`src/rtl/updown_counter_param.sv`:
```
// Parameterised up/down counter with step, load, wrap pulse and sticky overflow flag.
// Define UPDOWN_COUNTER_SAT_EN to clamp at 0 / MAX_VAL instead of wrapping.
module updown_counter_param #(
  parameter int WIDTH   = 8,
  parameter int MAX_VAL = 2**WIDTH-1,
  parameter int STEP_W  = 4
) (
  input  logic              clk,
  input  logic              rst_n,
  input  logic              enable,
  input  logic              direction,
  input  logic [STEP_W-1:0] step,
  input  logic              load,
  input  logic [WIDTH-1:0]  load_value,
  input  logic              clr_flag,
  output logic [WIDTH-1:0]  counter_out,
  output logic              wrap,
  output logic              ovf_sticky,
  output logic              at_max,
  output logic              at_zero
);

  if (MAX_VAL < 1 || MAX_VAL > 2**WIDTH-1) begin : g_bad_max
    $error("updown_counter_param: MAX_VAL out of range 1..2**WIDTH-1");
  end
  if ((2**STEP_W)-1 > MAX_VAL) begin : g_bad_step
    $error("updown_counter_param: 2**STEP_W-1 must not exceed MAX_VAL");
  end

  // One extra bit so c+step and c+MOD never truncate.
  localparam logic [WIDTH:0] MAX_EXT = (WIDTH+1)'(MAX_VAL);
  localparam logic [WIDTH:0] MOD_EXT = MAX_EXT + (WIDTH+1)'(1);

  logic [WIDTH-1:0] counter_q, counter_d;
  logic             wrap_q, wrap_d;
  logic             ovf_q, ovf_d;

  logic [WIDTH:0] cnt_ext;
  logic [WIDTH:0] step_ext;
  logic [WIDTH:0] sum_up;

  assign cnt_ext  = {1'b0, counter_q};
  assign step_ext = (WIDTH+1)'(step);
  assign sum_up   = cnt_ext + step_ext;

  always_comb begin
    counter_d = counter_q;
    wrap_d    = 1'b0;
    if (load) begin
      counter_d = ({1'b0, load_value} > MAX_EXT) ? WIDTH'(MAX_EXT) : load_value;
    end else if (enable && (step != '0)) begin
      if (direction) begin
        if (sum_up > MAX_EXT) begin
          wrap_d = 1'b1;
`ifdef UPDOWN_COUNTER_SAT_EN
          counter_d = WIDTH'(MAX_EXT);
`else
          counter_d = WIDTH'(sum_up - MOD_EXT);
`endif
        end else begin
          counter_d = WIDTH'(sum_up);
        end
      end else begin
        if (step_ext > cnt_ext) begin
          wrap_d = 1'b1;
`ifdef UPDOWN_COUNTER_SAT_EN
          counter_d = '0;
`else
          counter_d = WIDTH'(cnt_ext + MOD_EXT - step_ext);
`endif
        end else begin
          counter_d = WIDTH'(cnt_ext - step_ext);
        end
      end
    end
  end

  // A boundary event in the same cycle as clr_flag keeps the flag set.
  always_comb begin
    ovf_d = ovf_q;
    if (wrap_d)        ovf_d = 1'b1;
    else if (clr_flag) ovf_d = 1'b0;
  end

  always_ff @(posedge clk or negedge rst_n) begin
    if (!rst_n) begin
      counter_q <= '0;
      wrap_q    <= 1'b0;
      ovf_q     <= 1'b0;
    end else begin
      counter_q <= counter_d;
      wrap_q    <= wrap_d;
      ovf_q     <= ovf_d;
    end
  end

  assign counter_out = counter_q;
  assign wrap        = wrap_q;
  assign ovf_sticky  = ovf_q;
  assign at_max      = (cnt_ext == MAX_EXT);
  assign at_zero     = (counter_q == '0);

endmodule

```
`config.mk`:
```
export PLATFORM = sky130hd
export DESIGN_NAME = updown_counter_param
export DESIGN_NICKNAME = d
export VERILOG_FILES = /design/src/rtl/updown_counter_param.sv
export SDC_FILE = /design/constraint.sdc
export NUM_CORES = 1
export LEC_CHECK = 0
export ABC_AREA = 1
export BUFFER_PORTS_ARGS = -buffer_cell sky130_fd_sc_hd__buf_2
export CORE_MARGIN = 1
export CORE_UTILIZATION = 48
export CTS_CLUSTER_SIZE = 30
export DETAILED_ROUTE_END_ITERATION = 10
export PLACE_DENSITY_LB_ADDON = 0.05
export SYNTH_ARGS = -nofsm -noshare
export SYNTH_HDL_FRONTEND = slang
export SYNTH_SLANG_ARGS = --single-unit
```
`constraint.sdc`:
```
create_clock -name clk -period 4.2 [get_ports clk]
set_clock_uncertainty 0.1 [all_clocks]
set_input_delay 0.63 -clock clk [delete_from_list [all_inputs] [get_ports clk]]
set_output_delay 0.63 -clock clk [all_outputs]
set_load 0.05 [all_outputs]
```
**Word level (Yosys, flattened, before mapping)**

Cells that the tools add are included.

- Output and inout bits: 12
- Flip-flop bits (word level): 10
- Input bits: 18
- Logic and storage cells: 28

- Reduce and logical (&&, ||, !) cells: 5
- Order comparisons: 2
- Eq/ne operators: 1
- Add/subtract/negate cells: 5
- Multiplexer cells: 12

Operators by type and width:

| kind | count |
|---|---|
| 2-to-1 mux 8 bit | 5 |
| subtractor 8 x 4 -> 8 bit | 2 |
| adder 8 x 4 -> 9 bit | 1 |
| > comparator 9 x 8 -> 1 bit (second input constant) | 1 |
| adder 8 x 1 -> 8 bit (second input constant) | 1 |
| equality test 8 bit (second input constant) | 1 |
| > comparator 4 x 8 -> 1 bit | 1 |
| zero test 8 bit | 1 |
| subtractor 8 x 1 -> 8 bit (second input constant) | 1 |
| 2-to-1 mux 1 bit | 7 |
| nonzero test 2 bit | 2 |
| nonzero test 4 bit | 1 |
| logical AND 1 bit | 1 |

**Logic depth before layout (Yosys ltp)**

- Depth after elaboration: 7
- Depth in mapped cells: 12
- Depth with buffers taken out: 12

**Worst setup path after synthesis**

No wires, ideal clock.

- Path type: reg-to-output
- Start point: reg counter_q[5], in the netlist counter_out[5]
- End point: out at_max
- Arrival time: 2065 ps
- Buffers on the path: 0
- Required time: 3470 ps
- Path slack: 1405 ps
- Stages on the path, launching flop included: 5
- Cells stage by stage: dfrtp_1 > nand2_1 > nor2_1 > nand2_1 > nor3_1

- Cells in the longest elaborated chain, start to end: 1

Ends and longest elaborated chain:

| item | RTL line | text |
|---|---|---|
| from (decl) | 34 | `logic [WIDTH-1:0] counter_q, counter_d;` |
| from (signal assigned) | 91 | `counter_q <= counter_d;` |
| equality test 8 bit | 100 | `assign at_max = (cnt_ext == MAX_EXT);` |
| to (decl) | 19 | `output logic at_max,` |

Every way passes these cells.

**Worst setup path after layout**

Same ends and word-level chain as after synthesis.

==> flow_summary.ini <==
[route]
ant_nets = 0
drt_drc_violations_left = 0
drt_wl_total_microns = 2627
vias_per_cell = 5.399
num_vias = 1096
drt_iter0_drc = 42
wl_per_cell_microns = 12.94
first_pass_iters = 4

[grt]
grt.total_usage_pct = 25.10
gr-total-overflow = 0
antenna_found_initial = 0
grt_start_max_net_pins = 11
grt_pass1_wl_microns = 4623
grt_pass1_vias = 1010

[timing]
tightest_slew_ps = 374.5
slew_violations = 0
rsz0062_at_grt = no
final.min_clock_period_ps = 2302
fmax_ghz = 0.4344
finalHoldViolCount = 0
setup_viol = 0
slew_headroom_pct = 75.03
min_period_over_period_pct = 54.82
tns_ps = 0

[yosys]
synth_top_flop_cell = dfrtp_1
ys_seq_area_share_pct = 24.24
yosys_warnings = 0
synth_edf_count = 0
syn_nets = 174
syn-cell-area_sq_mm = 0.001032
async_reset_ff_share_pct = 100.0
synth-seq-cells = 10
yosys.area.top_type_share_pct = 24.24
avgSynthCellArea_sq_um = 7.070
yosys.area.top_type = dfrtp_1
synthTopCellsByArea = dfrtp_1 24%, nand2_1 13%, nand3_1 11%
yosysUniqueCellTypes = 30
synth_cells = 146

[critical_path]
worstPathRequired_ps = 3470
critPathMostFrequentCell = nand2_1
cp_cell_sequence = nand2_1 > nor2_1 > nand2_1 > nor3_1 > buf_2
critPathBufInv = 1
cp_data_arrival_time_ps = 1570
r2r-start = counter_out[0]
path_delay_family = simple AND/OR/NAND/NOR gates
end_kind = output port
crit_start = counter_out[5]
cp_max_fo = 7
crit_type = flop to output port
slowest_delay_ps = 470
cp_slowest_cell = dfrtp_1
startpoint_type = flop

[placed_design]
numPortBuffers = 29
gp_congestion = 0.9037
hpwlAfterDp_microns = 2133

[finish]
fin_nets = 205
diodes = 0
drive_gt1_share_pct = 26.70
fillers = 190
syn_to_final_growth_pct = 17.70

[clocking]
clock_latency_ps = 270
cts_buffers = 3
hold_buffers = 0
clockBufferDepth = 2
cts_resized = 0
cts_max_level = 1
cts_root_buf = clkbuf_4
clock_sinks = 10
clkTransAtPathRegs_ps = 70
post_cts_buffers = 0
cts_tree = built

[floorplan]
initial_core_util_pct = 52.08
fp.dieArea_sq_mm = 0.002340
core-area_sq_mm = 0.001982
die_w_microns = 48.38
die_h_microns = 48.38
num_rows = 16
ios = 30

[power_and_ir_drop]
pwr_density_cell_mw_per_mm2 = 359.3
clkPwrFrac_pct = 20.5
swShare_pct = 47.59
leakage_nw = 0.6503
p_int_mw = 0.2288
switching_power_mw = 0.2077
power_mw = 0.4365
pwr-share-seq_pct = 29.7
vdd_ir_drop_max_mv = 0.2559
comb_power_share_pct = 49.7

[job]
drv_cap = 0

[outcome]
status = completed

[min_path]
hold_path_class = input port to asynchronous set/reset pin
metal layers:
layer	share of wire (%)	GRT usage, %	vias up
met5	0	0	-
met4	1.3	7.353	0
met3	7.5	1.887	5
met2	45	39.44	54
met1	46	36.90	493
li1	-	-	544
cells by family (layout without fill, tap and decap cells):
logic type                 count (synthesis)  after routing  share of synthesized area, %
AOI/OAI and AO/OA                         19             19                         12.85
xor gates and xnor gates                   2              2                         1.697
adders and majority gates                 10             10                         13.58
buffers and inverters                     26             56                         11.76
DFF                                       10             10                         24.24
and+or+nand+nor                           79             79                         35.88
cell usage after synthesis, drive strengths merged, types with 3 or more instances:
library cell	count
nand2	41
nand3	24
inv	23
dfrtp	10
ha	8
o21ai	8
nor2	6
o211ai	5
nor3	4
nand4	3
flip-flops by register name, summed over array words and instances, names as in the netlist:
| signal | count |
|---|---|
| ovf_sticky | 1 |
| wrap | 1 |
| counter_out | 8 |
cells in the final DEF (no fill, tap or decap), drive strengths merged:
cell and n:
ha 8, inv 23, dfrtp 10, buf 29
o221ai 1, o21bai 1, nand3b 1, nand3 24
nand2 41, nor3 4, o21a 1, xor2 2
o22ai 1, fa 2, o211ai 5, nand4 3
a21oi 2, o21ai 8, clkbuf 4, nor2 6
power groups by stage:
stage / clock network [mW] / registers [mW] / logic (mW)
floorplan: 0 / 0.168 / 0.127
global placement: 0 / 0.131 / 0.210
detailed placement: 0 / 0.131 / 0.215
CTS: 0.0896 / 0.129 / 0.216
global route: 0.0963 / 0.132 / 0.243
finish: 0.0897 / 0.130 / 0.217
cell type report:
type                            count  area [sq um]  share of cell area [%]
Clock buffer                        4         36.28                   2.987
Inverter                           23         88.84                   7.312
Multi-Input combinational cell    110         660.6                   54.38
Sequential cell                    10         250.2                   20.60
Tap cell                           27         33.78                   2.781
Timing Repair Buffer               29         145.1                   11.95
worst register-to-register path, cell delays in order, from the launching register on:
cell and delay, ps:
dfrtp_1 400, inv_1 90, ha_1 230, fa_1 360
inv_1 70, nand2_1 60, nand2_1 60, nand2_1 60
nand3_1 140, nand3_1 90, nand3_1 90, o211ai_1 80
worst paths after layout:
path / end / slack (ps) / cells past startpoint
max in group asynchronous: counter_out[0] / 3700 / 1
max reg2reg: counter_out[4] / 2250 / 11
min reg2reg: ovf_sticky / 430 / 2
min: ovf_sticky / 100 / 1
min in group clk: ovf_sticky / 430 / 2
max: at_max / 1900 / 5
per-stage QoR:
step           hold slack [ps]  std cells  instance area [sq um]  utilization, %  worst slack [ps]
4_1_cts                  110.5        203                   1215           61.30              1909
6_report                 102.1        203                   1215           61.30              1898
5_1_grt                  112.4        203                   1215           61.30              1807
2_1_floorplan            234.4        146                   1032               -              1405
3_3_place_gp             403.8        199                   1179           59.47              2027
3_5_place_dp             403.3        199                   1179           59.47              1997
Note: power is estimated with default switching activity, not from simulation.
